$ cat src/rtl/dig_ota_bank_if.sv
// Pad-side bundle for dig_ota_bank: comparator inputs, filter controls and
// the filtered outputs, edge pulses and event count.
interface dig_ota_bank_if #(
  parameter int CHANNELS = 4,
  parameter int FILT_W   = 4
);
  logic                en;
  logic [CHANNELS-1:0] vip;
  logic [CHANNELS-1:0] vin;
  logic [FILT_W-1:0]   filt_len;
  logic [CHANNELS-1:0] out;
  logic [CHANNELS-1:0] rise;
  logic [CHANNELS-1:0] fall;
  logic [7:0]          evt_cnt;

  // No handshake here: inputs are level signals sampled every clk edge, and
  // outputs are registered levels/pulses valid for the whole following cycle.
  modport master (
    output en, vip, vin, filt_len,
    input  out, rise, fall, evt_cnt
  );

  modport slave (
    input  en, vip, vin, filt_len,
    output out, rise, fall, evt_cnt
  );
endinterface

$ cat src/rtl/dig_ota_bank.sv
// Multi-channel digital comparator front-end: synchroniser, consecutive-sample
// filter and edge pulses per channel. Macro DIGOTA_EVTCNT_EN enables evt_cnt.
module dig_ota_bank #(
  parameter int CHANNELS    = 4,
  parameter int SYNC_STAGES = 2,
  parameter int FILT_W      = 4
) (
  input  logic           clk,
  input  logic           rst,
  dig_ota_bank_if.slave  bus
);
  localparam logic [FILT_W:0] ONE_W = (FILT_W+1)'(1);

  logic [CHANNELS-1:0] p_pipe [SYNC_STAGES];
  logic [CHANNELS-1:0] n_pipe [SYNC_STAGES];
  logic [CHANNELS-1:0] p_s, n_s;

  logic [FILT_W-1:0]   cnt     [CHANNELS];
  logic [FILT_W-1:0]   cnt_nxt [CHANNELS];
  logic [FILT_W:0]     cnt_inc;
  logic [FILT_W-1:0]   eff_len;
  logic [CHANNELS-1:0] out_r, out_nxt, rise_r, fall_r;

  always_ff @(posedge clk) begin
    if (rst) begin
      for (int s = 0; s < SYNC_STAGES; s++) begin
        p_pipe[s] <= '0;
        n_pipe[s] <= '0;
      end
    end else begin
      p_pipe[0] <= bus.vip;
      n_pipe[0] <= bus.vin;
      for (int s = 1; s < SYNC_STAGES; s++) begin
        p_pipe[s] <= p_pipe[s-1];
        n_pipe[s] <= n_pipe[s-1];
      end
    end
  end

  assign p_s     = p_pipe[SYNC_STAGES-1];
  assign n_s     = n_pipe[SYNC_STAGES-1];
  assign eff_len = (bus.filt_len == '0) ? FILT_W'(1) : bus.filt_len;

  // A decision exists only when p_s != n_s, and then the wanted level is p_s.
  always_comb begin
    out_nxt = out_r;
    cnt_inc = '0;
    for (int i = 0; i < CHANNELS; i++) begin
      cnt_nxt[i] = cnt[i];
      cnt_inc    = {1'b0, cnt[i]} + ONE_W;
      if (!bus.en) begin
        cnt_nxt[i] = '0;
      end else if (p_s[i] != n_s[i]) begin
        if (p_s[i] == out_r[i]) begin
          cnt_nxt[i] = '0;
        end else if (cnt_inc >= {1'b0, eff_len}) begin
          out_nxt[i] = p_s[i];
          cnt_nxt[i] = '0;
        end else begin
          cnt_nxt[i] = cnt_inc[FILT_W-1:0];
        end
      end
    end
  end

  // Pulses are registered alongside out so they coincide with the new level.
  always_ff @(posedge clk) begin
    if (rst) begin
      out_r  <= '0;
      rise_r <= '0;
      fall_r <= '0;
      for (int i = 0; i < CHANNELS; i++) cnt[i] <= '0;
    end else begin
      out_r  <= out_nxt;
      rise_r <= out_nxt & ~out_r;
      fall_r <= ~out_nxt & out_r;
      for (int i = 0; i < CHANNELS; i++) cnt[i] <= cnt_nxt[i];
    end
  end

  assign bus.out  = out_r;
  assign bus.rise = rise_r;
  assign bus.fall = fall_r;

`ifdef DIGOTA_EVTCNT_EN
  logic [7:0]          evt_r;
  logic [8:0]          evt_sum;
  logic [CHANNELS-1:0] evt_bits;

  assign evt_bits = rise_r | fall_r;

  always_comb begin
    evt_sum = {1'b0, evt_r};
    for (int i = 0; i < CHANNELS; i++) evt_sum = evt_sum + {8'b0, evt_bits[i]};
  end

  // Saturates at 255 rather than wrapping.
  always_ff @(posedge clk) begin
    if (rst) evt_r <= '0;
    else     evt_r <= evt_sum[8] ? 8'hFF : evt_sum[7:0];
  end

  assign bus.evt_cnt = evt_r;
`else
  assign bus.evt_cnt = 8'h00;
`endif
endmodule

$ cat src/flat_wrapper.sv
// flat-port wrapper written by rule: the top's interface ports become plain ports
module dig_ota_bank_flat 
#(
  parameter int CHANNELS    = 4,
  parameter int SYNC_STAGES = 2,
  parameter int FILT_W      = 4
)
  (clk, rst, bus_en, bus_vip, bus_vin, bus_filt_len, bus_out, bus_rise, bus_fall, bus_evt_cnt);
  dig_ota_bank_if #(.CHANNELS(CHANNELS), .FILT_W(FILT_W)) bus_i ();
  input  logic clk;
  input  logic rst;
  input wire logic [$bits(bus_i.en)-1:0] bus_en;
  input wire logic [$bits(bus_i.vip)-1:0] bus_vip;
  input wire logic [$bits(bus_i.vin)-1:0] bus_vin;
  input wire logic [$bits(bus_i.filt_len)-1:0] bus_filt_len;
  output wire logic [$bits(bus_i.out)-1:0] bus_out;
  output wire logic [$bits(bus_i.rise)-1:0] bus_rise;
  output wire logic [$bits(bus_i.fall)-1:0] bus_fall;
  output wire logic [$bits(bus_i.evt_cnt)-1:0] bus_evt_cnt;
  assign bus_i.en = bus_en;
  assign bus_i.vip = bus_vip;
  assign bus_i.vin = bus_vin;
  assign bus_i.filt_len = bus_filt_len;
  assign bus_out = bus_i.out;
  assign bus_rise = bus_i.rise;
  assign bus_fall = bus_i.fall;
  assign bus_evt_cnt = bus_i.evt_cnt;
  dig_ota_bank #(.CHANNELS(CHANNELS), .SYNC_STAGES(SYNC_STAGES), .FILT_W(FILT_W)) u_core (.clk(clk), .rst(rst), .bus(bus_i));
endmodule
$ cat config.mk
export PLATFORM = sky130hd
export DESIGN_NAME = dig_ota_bank_flat
export DESIGN_NICKNAME = d
export VERILOG_FILES = /design/src/rtl/dig_ota_bank_if.sv /design/src/rtl/dig_ota_bank.sv /design/src/flat_wrapper.sv
export SDC_FILE = /design/constraint.sdc
export NUM_CORES = 1
export LEC_CHECK = 0
export BUFFER_PORTS_ARGS = -buffer_cell sky130_fd_sc_hd__clkbuf_2
export CAP_MARGIN = 40
export CORE_ASPECT_RATIO = 0.7
export CORE_MARGIN = 4
export CORE_UTILIZATION = 57
export CTS_BUF_LIST = sky130_fd_sc_hd__clkbuf_2 sky130_fd_sc_hd__clkbuf_4 sky130_fd_sc_hd__clkbuf_8
export DETAILED_ROUTE_END_ITERATION = 8
export HOLD_SLACK_MARGIN = 0.06
export PLACE_DENSITY = 0.8
export SYNTH_ARGS = -nofsm -noshare
export SYNTH_HDL_FRONTEND = slang
export SYNTH_SLANG_ARGS = --single-unit
$ cat constraint.sdc
create_clock -name clk -period 4.4 [get_ports clk]
set_input_delay 0.66 -clock clk [delete_from_list [all_inputs] [get_ports clk]]
set_output_delay 0.66 -clock clk [all_outputs]
set_load 0.03 [all_outputs]
# Word level (Yosys, flattened, before mapping)
# Memories as Yosys holds them, arrays and structs flattened.
# Cells that the tools add are included.
[totals]
ff_bits = 12
ramBits = 32
input_bits = 15
output_inout_bits = 20
elab_cells = 79
n_memories = 3
[mem_list]
columns = ["name", "depth", "width", "rd", "rd_ports_with_merged_regs", "wr", "line_no", "text"]
rows = [
  ["u_core.cnt", 4, 4, 4, 0, 4, "dig_ota_bank.sv:18", "logic [FILT_W-1:0] cnt [CHANNELS];"],
  ["u_core.n_pipe", 2, 4, 2, 0, 2, "dig_ota_bank.sv:15", "logic [CHANNELS-1:0] n_pipe [SYNC_STAGES];"],
  ["u_core.p_pipe", 2, 4, 2, 0, 2, "dig_ota_bank.sv:14", "logic [CHANNELS-1:0] p_pipe [SYNC_STAGES];"],
]
[op_classes]
n_addsub = 4
n_lt_le_gt_ge = 4
n_eq_ne = 8
mux = 44
bitwise_logic = 12
reduce_logical = 1
[ops]
columns = ["cell", "n"]
rows = [
  ["4-bit 2-to-1 mux", 25],
  ["4-bit by 1-bit adder with 5-bit output (second input constant)", 4],
  ["5-bit by 4-bit >= comparator with 1-bit output", 4],
  ["1-bit 2-to-1 mux", 19],
  ["4-bit bitwise AND", 2],
  ["4-bit inverter", 2],
  ["1-bit OR", 8],
  ["1-bit == test", 4],
  ["4-bit zero test", 1],
  ["1-bit inequality test", 4],
]

# Depth between registers and ports, before layout
# Gate-level depths: netlist of run 1.
[logic_depth]
ltp_word = 9
depth_mapped = 10
ltp_nobuf = 9

# Worst setup path after synthesis of run 1
# OpenSTA, ideal clock, no wires.
[synth_path]
path_kind = "input to register"
startpoint = "input bus_filt_len[2]"
endpoint = "register u_core.out_r[2], in the netlist u_core.bus.out[2]"
setup_ps = 122
arrival_time_ps = 2617
setup_slack_ps = 1661
path_stages = 10
n_path_buf = 1
cell_sequence = "buf_6 > nor3_1 > or2_2 > ha_1 > nand2b_1 > a21oi_1 > maj3_1 > a22o_1 > and2_1 > a311o_1"
[synth_via]
elab_chain_len = 7
[synth_rtl]
columns = ["element", "line_no", "text"]
rows = [
  ["start: declaration", "flat_wrapper.sv:15", "input wire logic [$bits(bus_i.filt_len)-1:0] bus_filt_len;"],
  ["4-bit zero test", "dig_ota_bank.sv:42", "assign eff_len = (bus.filt_len == '0) ? FILT_W'(1) : bus.filt_len;"],
  ["4-bit 2-to-1 mux (*)", "dig_ota_bank.sv:42", ""],
  ["5-bit by 4-bit >= comparator with 1-bit output (*)", "dig_ota_bank.sv:56", "end else if (cnt_inc >= {1'b0, eff_len}) begin"],
  ["1-bit 2-to-1 mux (*)", "dig_ota_bank.sv:56", ""],
  ["1-bit 2-to-1 mux (*)", "dig_ota_bank.sv:54", "if (p_s[i] == out_r[i]) begin"],
  ["1-bit 2-to-1 mux (*)", "dig_ota_bank.sv:53", "end else if (p_s[i] != n_s[i]) begin"],
  ["1-bit 2-to-1 mux (*)", "dig_ota_bank.sv:51", "if (!bus.en) begin"],
  ["end signal: assignment", "dig_ota_bank.sv:74", "out_r <= out_nxt;"],
  ["end: declaration", "dig_ota_bank.sv:22", "logic [CHANNELS-1:0] out_r, out_nxt, rise_r, fall_r;"],
]
# Mark *: on every way between the ends. The rest lies on a longest branch, timed or not.
# A chain may end at the register's enable or synchronous reset.

# Final worst setup path of run 1
# Same ends and word-level chain as after synthesis.

==> results of run 1 <==
registers in the layout (all words and copies together) (netlist names):
name and cells:
u_core.cnt 16, u_core.n_pipe 8, u_core.p_pipe 8, u_core.bus.fall 4, u_core.bus.out 4, u_core.bus.rise 4
synth_stat cells (2+ instances only):
library cell   n  share of area
xor2_1         4          0.015
a22oi_1        2         0.0066
a2111oi_2      2          0.013
nand2_1       21          0.035
ha_1          12          0.066
a32oi_1       12          0.046
nor2b_1       18          0.050
nor3_1         5          0.011
a311oi_1       4          0.015
and2_4         3          0.012
and2_1         2         0.0055
xnor2_1        8          0.031
maj3_1         4          0.018
nand2b_1       6          0.017
nor4_1         6          0.017
inv_1         10          0.017
nand3_1        7          0.015
dfxtp_1       44           0.39
nor2_1        28          0.046
nand4b_1       6          0.023
clkbuf_1       5         0.0083
buf_4          8          0.026
a211o_1        4          0.015
o21ai_0        4         0.0088
a22o_1         4          0.015
nor4b_2        2          0.013
a311o_1        4          0.018
a21oi_1       14          0.031
worst paths after layout:
check	from	to	slack, ps	cells after the start
hold / removal	u_core.n_pipe[0][1]	u_core.n_pipe[0][5]	440	1
setup / recovery	bus_filt_len[2]	u_core.bus.out[2]	1650	10
hold reg to reg	u_core.n_pipe[0][1]	u_core.n_pipe[0][5]	440	1
setup reg to reg	u_core.cnt[1][0]	u_core.bus.out[1]	2030	7
power groups by stage:
stage | Combinational (mW) | Clock (mW) | Sequential (mW)
after floorplan | 0.0668 | 0 | 0.432
final | 0.0878 | 0.323 | 0.418
after global placement | 0.0851 | 0 | 0.427
after CTS | 0.0874 | 0.332 | 0.418
after detailed placement | 0.0870 | 0 | 0.428
after global routing | 0.0971 | 0.353 | 0.420
placed cells by master (no fill, tap or decap), drive strengths merged, types with 7 or more instances in the layout:
| cell | synthesis | layout |
|---|---|---|
| a32oi | 12 | 12 |
| inv | 11 | 11 |
| a21oi | 14 | 14 |
| ha | 12 | 12 |
| nand3 | 7 | 7 |
| nor2 | 28 | 28 |
| nand2 | 21 | 21 |
| conb | 1 | 8 |
| clkbuf | 5 | 32 |
| dfxtp | 44 | 44 |
| nor2b | 18 | 18 |
| xnor2 | 8 | 8 |
kinds of logic after synthesis:
| group | share of synthesized area |
|---|---|
| AOI/OAI and AO/OA | 0.170 |
| buffers and inverters | 0.0578 |
| xor gates and xnor gates | 0.0462 |
| DFF | 0.387 |
| adders and majority gates | 0.0837 |
| and+or+nand+nor | 0.249 |
| other | 0.00165 |
| muxes | 0.00495 |
worst max-delay path, cell delays in order:
cell and delay [ps]:
clkbuf_2 240, nor3_1 80, or2_2 330, ha_1 290, nand2b_1 90, a21oi_1 80
maj3_1 330, a22o_1 270, and2_1 220, a311o_1 340
layout make-up:
| type | instances | area (sq um) |
|---|---|---|
| clock buffers | 6 | 82.6 |
| clock inverters | 2 | 38.8 |
| fillers | 319 | 1150 |
| inverters | 11 | 41.3 |
| multi-input cells | 193 | 1290 |
| flip-flops and latches | 44 | 881 |
| well taps | 50 | 62.6 |
| repair buffers | 26 | 130 |
per-layer routing:
| metal | GRT usage | vias to the layer above |
|---|---|---|
| met3 | 0.0502 | 5 |
| met4 | 0.0505 | 0 |
| li1 | - | 958 |
| met5 | 0 | - |
| met1 | 0.270 | 856 |
| met2 | 0.260 | 55 |
stage by stage:
| stage | std cells | total power, mW |
|---|---|---|
| 2_1_floorplan | 262 | 0.498 |
| 3_3_place_gp | 324 | 0.512 |
| 3_5_place_dp | 324 | 0.515 |
| 4_1_cts | 332 | 0.838 |
| 5_1_grt | 332 | 0.870 |
| 6_report | 332 | 0.829 |
==> impl_metrics.py, run 1 <==
metrics = {
    "timing": {
        "maxSlewViolCount": 0,
        "setup_viol": 0,
        "min_period_over_period": 0.624,
        "max-slew-margin-rel": 0.419,
        "hold_violations": 0,
        "setup-tns-final_ps": 0,
        "clock.fmax_mhz": 364,
        "fin_crit_ps": 2750,
        "grt_setup_unrepaired": "false",
        "worst_slew_pin_slew_ps": 870,
        "fin_skew_ps": 4.57,
        "fin_ws_ps": 1650,
        "hold_slack_ps": 442,
    },
    "run": {
        "cap_violations": 0,
    },
    "cts": {
        "clk_pin_slew_ps": 80,
        "cts_tree": "done",
        "htreeDepth": 2,
        "cts_setup_buffers": 0,
        "cts_repair_resize_count": 0,
        "root_buffer": "clkbuf_8",
        "cts_buffer_depth": 2,
        "cts_hold_buf": 0,
        "numCtsBuffers": 5,
        "insertion_delay_ps": 290,
        "cts.sinks": 44,
    },
    "power": {
        "p_seq_frac": 0.504,
        "internal-power_mw": 0.626,
        "p_comb_frac": 0.106,
        "power.share.clock": 0.390,
        "switching_power_mw": 0.204,
        "power_leakage_nw": 0.955,
        "switching_share": 0.245,
        "ir_drop_mv": 0.273,
        "power.density_nw_per_um2": 329,
    },
    "routing": {
        "dr_wl_met2_mm": 1.76,
        "num_vias": 1874,
        "wl_met1_mm": 2.38,
        "avgViaCountPerCell": 5.64,
        "routed-wl-met3_um": 267,
        "routed_wl_mm": 4.45,
        "ant_nets": 0,
        "dr.pass1.iters": 5,
        "highest_layer": "met4",
        "routedWlPerCell_um": 13.4,
        "drt_iter0_drc": 111,
        "drc_errors": 0,
    },
    "floorplanning": {
        "fp.coreArea_sq_um": 3670,
        "initial_utilization": 0.619,
        "die_h_um": 60.8,
        "io_pins": 35,
        "die_area_sq_um": 5080,
        "row_count": 18,
        "fp.dieW_um": 83.5,
    },
    "grt": {
        "antenna_found_initial": 0,
        "grt_util_all_layers": 0.182,
        "grt_pass1_wl_mm": 7.50,
        "grt_overflow": 0,
        "grt_max_degree": 25,
        "grt_pass1_vias": 1616,
    },
    "critical_path": {
        "path_class": "input port to flip-flop",
        "crit_path_start_kind": "input port",
        "cp.arrival_ps": 2930,
        "cp.required_ps": 4580,
        "cp_max_fo": 12,
        "critPathCaptureType": "flip-flop",
    },
    "layout": {
        "fin_util": 0.687,
        "stdcell_area_sq_um": 2520,
        "n_antenna_cell": 0,
        "nNetsFinal": 308,
        "area_growth_pct": 11.0,
        "layout-drive-gt1-share": 0.156,
    },
    "placed_design": {
        "place_area_sq_um": 2400,
        "place.gp.congestion": 0.799,
        "pre_cts_ws_ps": 1370,
        "hpwl_mm": 3.26,
        "port_buffers": 26,
    },
    "logic_synthesis": {
        "ys_ff_latch": 44,
        "syn_inst": 255,
        "synth-main-ff-cell": "dfxtp_1",
        "syn_avg_cell_area_sq_um": 8.92,
        "ys_types": 34,
        "syn_area_sq_um": 2270,
        "yosys_warnings": 0,
        "ys_seq_area_frac": 0.387,
        "async_flop_share": 0,
        "synth-edff-count": 0,
    },
    "run_status": {
        "status": "finished clean",
    },
    "min_path": {
        "hp-class": "flip-flop to flip-flop",
    },
}
Note: power is estimated with default switching activity, not from simulation.
==> run 2, diff against run 1 <==
ABC_AREA = 1   (was not set)
PLACE_DENSITY = 0.79   (was 0.8)
clock period = 2.6 ns   (was 4.4 ns; I/O delays follow)
==> impl_metrics.py, run 2 <==
metrics = {
    "run_status": {
        "status": "finished clean",
    },
    "logic_synthesis": {
        "yosys.area.top_type_share": 0.353,
        "synthTopCellsByCount": "inv_1 (65), nand2_1 (61), dfxtp_1 (44)",
        "synth.largest_area_cell": "dfxtp_1",
        "syn_inst": 349,
        "yosysMostFrequentCell": "inv_1",
        "synth-edff-count": 0,
        "ys_types": 28,
        "syn_avg_cell_area_sq_um": 7.15,
        "ys_seq_area_frac": 0.353,
        "ys_ff_latch": 44,
        "synth-main-ff-cell": "dfxtp_1",
        "synthTopCellsByArea": "dfxtp_1 (35%), inv_1 (9.8%), nand2_1 (9.2%)",
        "async_flop_share": 0,
        "syn_area_sq_um": 2490,
        "yosys_warnings": 0,
    },
    "grt": {
        "met2_usage": 0.319,
        "grtUsageMet1": 0.261,
        "grt_pass1_wl_mm": 8.89,
        "grt_max_degree": 19,
        "antenna_found_initial": 0,
        "grt_pass1_vias": 2033,
        "grt_util_all_layers": 0.195,
        "grt_overflow": 0,
        "use_met3": 0.0456,
        "busiest_layer": "met2",
    },
    "cts": {
        "insertion_delay_ps": 290,
        "cts_repair_resize_count": 0,
        "htreeDepth": 2,
        "numCtsBuffers": 5,
        "root_buffer": "clkbuf_8",
        "cts_buffer_depth": 2,
        "cts.sinks": 44,
        "cts_setup_buffers": 0,
        "cts_hold_buf": 0,
        "clk_pin_slew_ps": 80,
        "cts_tree": "done",
    },
    "routing": {
        "drt_iter0_drc": 107,
        "dr.pass1.iters": 4,
        "routed_wl_mm": 5.09,
        "ant_nets": 0,
        "drc_errors": 0,
        "num_vias": 2186,
        "routedWlPerCell_um": 11.8,
        "avgViaCountPerCell": 5.07,
    },
    "critical_path": {
        "max_stage_delay_ps": 300,
        "critPathCaptureType": "flip-flop",
        "path_class": "input port to flip-flop",
        "cp_slowest_cell": "ha_1",
        "cp_common_cell": "nand2_1",
        "path_depth": 16,
        "critPathTopFamily": "simple AND/OR/NAND/NOR gates",
        "cp.arrival_ps": 2030,
        "crit_path_start_kind": "input port",
        "cp.required_ps": 2780,
        "cp_max_fo": 8,
        "worstPathCellList": "clkbuf_2, inv_1, a31o_2, ha_1, inv_1, nand2_1, nand2_1, nand2_1, nand2_1, inv_1, nand2_2, nand3_2, nand2_1, inv_1, nor2_1, nor2_1",
        "r2r_cells": 10,
        "critical_path_buf_inv_count": 5,
    },
    "placed_design": {
        "place_area_sq_um": 2650,
        "pre_cts_ws_ps": 462,
        "place.gp.congestion": 0.879,
        "port_buffers": 26,
        "hpwl_mm": 3.88,
        "dp_cells": 423,
    },
    "power": {
        "power.density_nw_per_um2": 483,
        "power_leakage_nw": 1.36,
        "ir_drop_mv": 0.496,
        "total_power_mw": 1.33,
    },
    "layout": {
        "final_cell_mix": "inv_1 (65), nand2_1 (61), dfxtp_1 (44), nor2_1 (41), clkbuf_2 (26)",
        "fin_util": 0.678,
        "n_antenna_cell": 0,
        "largest_reg_flops": 16,
        "nNetsFinal": 405,
        "layout-drive-gt1-share": 0.214,
        "stdcell_area_sq_um": 2760,
        "layout_commonest_cell": "inv_1",
        "reg_top3": "u_core.cnt: 16 flops, u_core.n_pipe: 8 flops, u_core.p_pipe: 8 flops",
        "fin_cells": 431,
        "top_register": "u_core.cnt",
        "area_growth_pct": 10.5,
    },
    "timing": {
        "clock.fmax_mhz": 542,
        "setup-tns-final_ps": 0,
        "setup_viol": 0,
        "min_period_over_period": 0.710,
        "max-slew-margin-rel": 0.642,
        "grt_setup_unrepaired": "false",
        "fin_crit_ps": 1850,
        "fin_ws_ps": 754,
        "hold_violations": 0,
        "maxSlewViolCount": 0,
        "fin_skew_ps": 8.10,
        "hold_slack_ps": 283,
        "worst_slew_pin_slew_ps": 534,
    },
    "min_path": {
        "whs_path_depth": 3,
        "hp-class": "input port to flip-flop",
    },
    "floorplanning": {
        "die_area_sq_um": 5510,
        "io_pins": 35,
        "fp.dieW_um": 87.1,
        "row_count": 19,
        "fp.coreArea_sq_um": 4070,
        "die_h_um": 63.3,
        "initial_utilization": 0.613,
    },
    "run": {
        "cap_violations": 0,
    },
}
-- run 2: cell count changes after synthesis, sizes merged, moves of 8 or more --
cell   delta
a21oi     +8
a32oi    -12
inv      +57
nand2    +57
nand3    +14
nand4    +19
nor2     +18
nor2b    -18
-- run 2: final timing paths --
kind	startpoint	end	slack, ps
max	bus_filt_len[3]	u_core.bus.out[3]	750
min reg2reg	u_core.n_pipe[0][0]	u_core.n_pipe[0][4]	410
max reg2reg	u_core.cnt[2][0]	u_core.bus.out[2]	800
min	bus_vin[0]	u_core.n_pipe[0][0]	280
-- run 2: tightest hold or removal path, delay by kind of cell --
kind	cells	cell delay, ps
buffers and inverters	2	120
and+or+nand+nor	1	30
-- run 2: kinds of logic (layout without fill, tap and decap cells) --
group,after synthesis,after routing,share of synthesized area
DFF,44,44,0.353
xor gates and xnor gates,5,5,0.0176
buffers and inverters,80,103,0.133
other,1,8,0.00150
and+or+nand+nor,170,170,0.348
AOI/OAI and AO/OA,37,37,0.0858
adders and majority gates,12,12,0.0602
-- run 2: power by group --
group          total [mW]  internal (mW)  switching (mW)
sequential          0.693          0.686         0.00715
clock               0.518          0.296           0.222
combinational       0.119         0.0351          0.0841
-- run 2: metal layers --
layer / wire, um / vias to the layer above
li1: - / 1137
met1: 2440 / 990
met2: 2370 / 55
met3: 247 / 4
met4: 30 / 0
met5: 0 / -
-- run 2: area by class of cell --
cell class                      count  area [sq um]
Fill cell                         351          1310
Multi-Input combinational cell    232          1310
Sequential cell                    44           881
Inverter                           68           255
Timing Repair Buffer               27           138
Clock buffer                        6          76.3
Tap cell                           52          65.1
Clock inverter                      2          35.0
==> run 3, diff against run 2 <==
ABC_AREA = 0   (was 1)
CORE_UTILIZATION = 53   (was 57)
PLACE_DENSITY = 0.78   (was 0.79)
clock period = 1.6 ns   (was 2.6 ns; I/O delays follow)
==> impl_metrics.py, run 3 (synthesis results as in run 1) <==
metrics = {
    "run_status": {
        "status": "complete, but fails checks",
        "violations": "setup timing",
    },
    "floorplanning": {
        "die_area_sq_um": 5420,
        "row_count": 19,
        "fp.coreArea_sq_um": 4020,
        "die_h_um": 62.8,
        "initial_utilization": 0.566,
        "io_pins": 35,
        "fp.dieW_um": 86.3,
    },
    "cts": {
        "cts_buffer_depth": 2,
        "htreeDepth": 2,
        "cts.sinks": 44,
        "insertion_delay_ps": 300,
        "numCtsBuffers": 5,
        "cts_tree": "done",
        "root_buffer": "clkbuf_8",
        "clk_pin_slew_ps": 90,
    },
    "critical_path": {
        "reg2reg_from": "u_core.cnt[3][1]",
        "crit_path_start_kind": "flip-flop",
        "critPathCaptureType": "flip-flop",
        "r2r_slack_ps": -470,
        "cp.required_ps": 1800,
        "crit_path_end": "u_core.bus.out[3]",
        "r2r_end": "u_core.bus.out[3]",
        "cp.arrival_ps": 2270,
        "r2r_cells": 7,
        "worstSetupStartpoint": "u_core.cnt[3][1]",
        "cp_max_fo": 3,
        "path_class": "flip-flop to flip-flop",
    },
    "layout": {
        "area_growth_pct": 45.8,
        "fill_cells": 220,
        "fin_util": 0.825,
        "reg_top3": "u_core.cnt: 16 flops, u_core.n_pipe: 8 flops, u_core.p_pipe: 8 flops",
        "multi_input_area_sq_um": 1670,
        "n_antenna_cell": 0,
        "final_cell_mix": "buf_4 (41), dfxtp_1 (36), nor2_1 (28), clkbuf_2 (26), nand2_1 (21)",
        "top_register": "u_core.cnt",
        "nNetsFinal": 357,
        "ff_latch_area_sq_um": 893,
        "layout_commonest_cell": "buf_4",
        "layout-drive-gt1-share": 0.426,
        "largest_reg_flops": 16,
    },
    "power": {
        "switching_power_mw": 0.635,
        "power_leakage_nw": 1.27,
        "internal-power_mw": 1.75,
        "power.density_nw_per_um2": 720,
        "ir_drop_mv": 1.15,
        "power.share.clock": 0.363,
        "switching_share": 0.266,
        "p_comb_frac": 0.155,
        "p_seq_frac": 0.482,
    },
    "timing": {
        "min_period_over_period": 1.30,
        "max-slew-margin-rel": 0.501,
        "fin_crit_ps": 2070,
        "hold_violations": 0,
        "maxSlewViolCount": 0,
        "fin_ws_ps": -473,
        "grt_setup_unrepaired": "true",
        "fin_skew_ps": 5.28,
        "setup-tns-final_ps": -10100,
        "setup_viol": 28,
        "worst_slew_pin_slew_ps": 744,
        "clock.fmax_mhz": 482,
    },
    "routing": {
        "routed_wl_mm": 6.55,
        "ant_nets": 0,
        "avgViaCountPerCell": 5.82,
        "drt_iter0_drc": 223,
        "num_vias": 2228,
        "dr.pass1.iters": 4,
        "routedWlPerCell_um": 17.1,
        "drc_errors": 0,
    },
    "grt": {
        "grt_pass1_wl_mm": 10.5,
        "antenna_found_initial": 0,
        "grt_util_all_layers": 0.241,
        "grt_overflow": 0,
        "grt_pass1_vias": 2204,
        "grt_max_degree": 23,
    },
    "placed_design": {
        "place.gp.congestion": 0.847,
        "hpwl_mm": 4.14,
        "port_buffers": 26,
    },
    "min_path": {
        "hp-class": "input port to flip-flop",
    },
    "run": {
        "cap_violations": 0,
    },
}
==> run 3: metal layers <==
metal	up-vias	GRT usage	wire, um	share of wire
li1	1055	-	-	-
met1	1039	0.319	2760	0.42
met2	109	0.395	3110	0.47
met3	25	0.0501	496	0.076
met4	0	0.0661	182	0.028
met5	-	0	0	0
==> run 3: critical path, stage by stage (launching register included) <==
cell	delay (ps)
dfxtp_2	360
ha_4	260
ha_4	270
a21oi_4	60
maj3_2	300
a22o_4	250
and2_4	170
a311o_1	290
==> run 3: worst min-delay path by stage <==
stage / startpoint / end / slack [ps] / cells after the start
floorplan: bus_vin[0] / u_core.n_pipe[0][0] / 370 / 1
global placement: u_core.n_pipe[0][0] / u_core.n_pipe[0][4] / 420 / 1
detailed placement: u_core.n_pipe[0][2] / u_core.n_pipe[0][6] / 430 / 1
CTS: bus_vip[0] / u_core.p_pipe[0][0] / 140 / 2
global route: bus_vip[0] / u_core.p_pipe[0][0] / 150 / 2
finish: bus_vip[0] / u_core.p_pipe[0][0] / 140 / 2
==> run 3: per-stage QoR <==
| step | hold slack, ps | cell area, sq um | worst slack (ps) | instances | power, mW |
|---|---|---|---|---|---|
| after detailed placement | 425 | 2860 | -665 | 369 | 1.48 |
| after global placement | 416 | 2860 | -625 | 369 | 1.46 |
| final | 142 | 3310 | -473 | 383 | 2.39 |
| after global routing | 149 | 3310 | -508 | 383 | 2.49 |
| after CTS | 141 | 3190 | -460 | 380 | 2.36 |
| after floorplan | 368 | 2440 | -577 | 262 | 1.40 |
==> run 3: final cells by class <==
cell class,count,share of cell area
clock inverter,3,0.0143
tap,52,0.0196
inverter,11,0.0125
clock buffer,5,0.0208
multi-input combinational,193,0.504
timing repair buffer,75,0.159
sequential,44,0.270
==> run 3: repair_timing <==
action | in CTS | in global routing
pin swaps | 40 | 9
buffers inserted | 3 | 3
gates resized for setup | 32 | 14
setup endpoints to repair | 28 | 28
hold buffers | 0 | 0
==> run 3: power by group through the flow <==
stage | Sequential (mW) | Clock [mW] | Combinational (mW)
floorplan | 1.19 | 0 | 0.215
global placement | 1.17 | 0 | 0.293
detailed placement | 1.17 | 0 | 0.303
CTS | 1.15 | 0.876 | 0.335
global route | 1.16 | 0.937 | 0.396
finish | 1.15 | 0.867 | 0.369
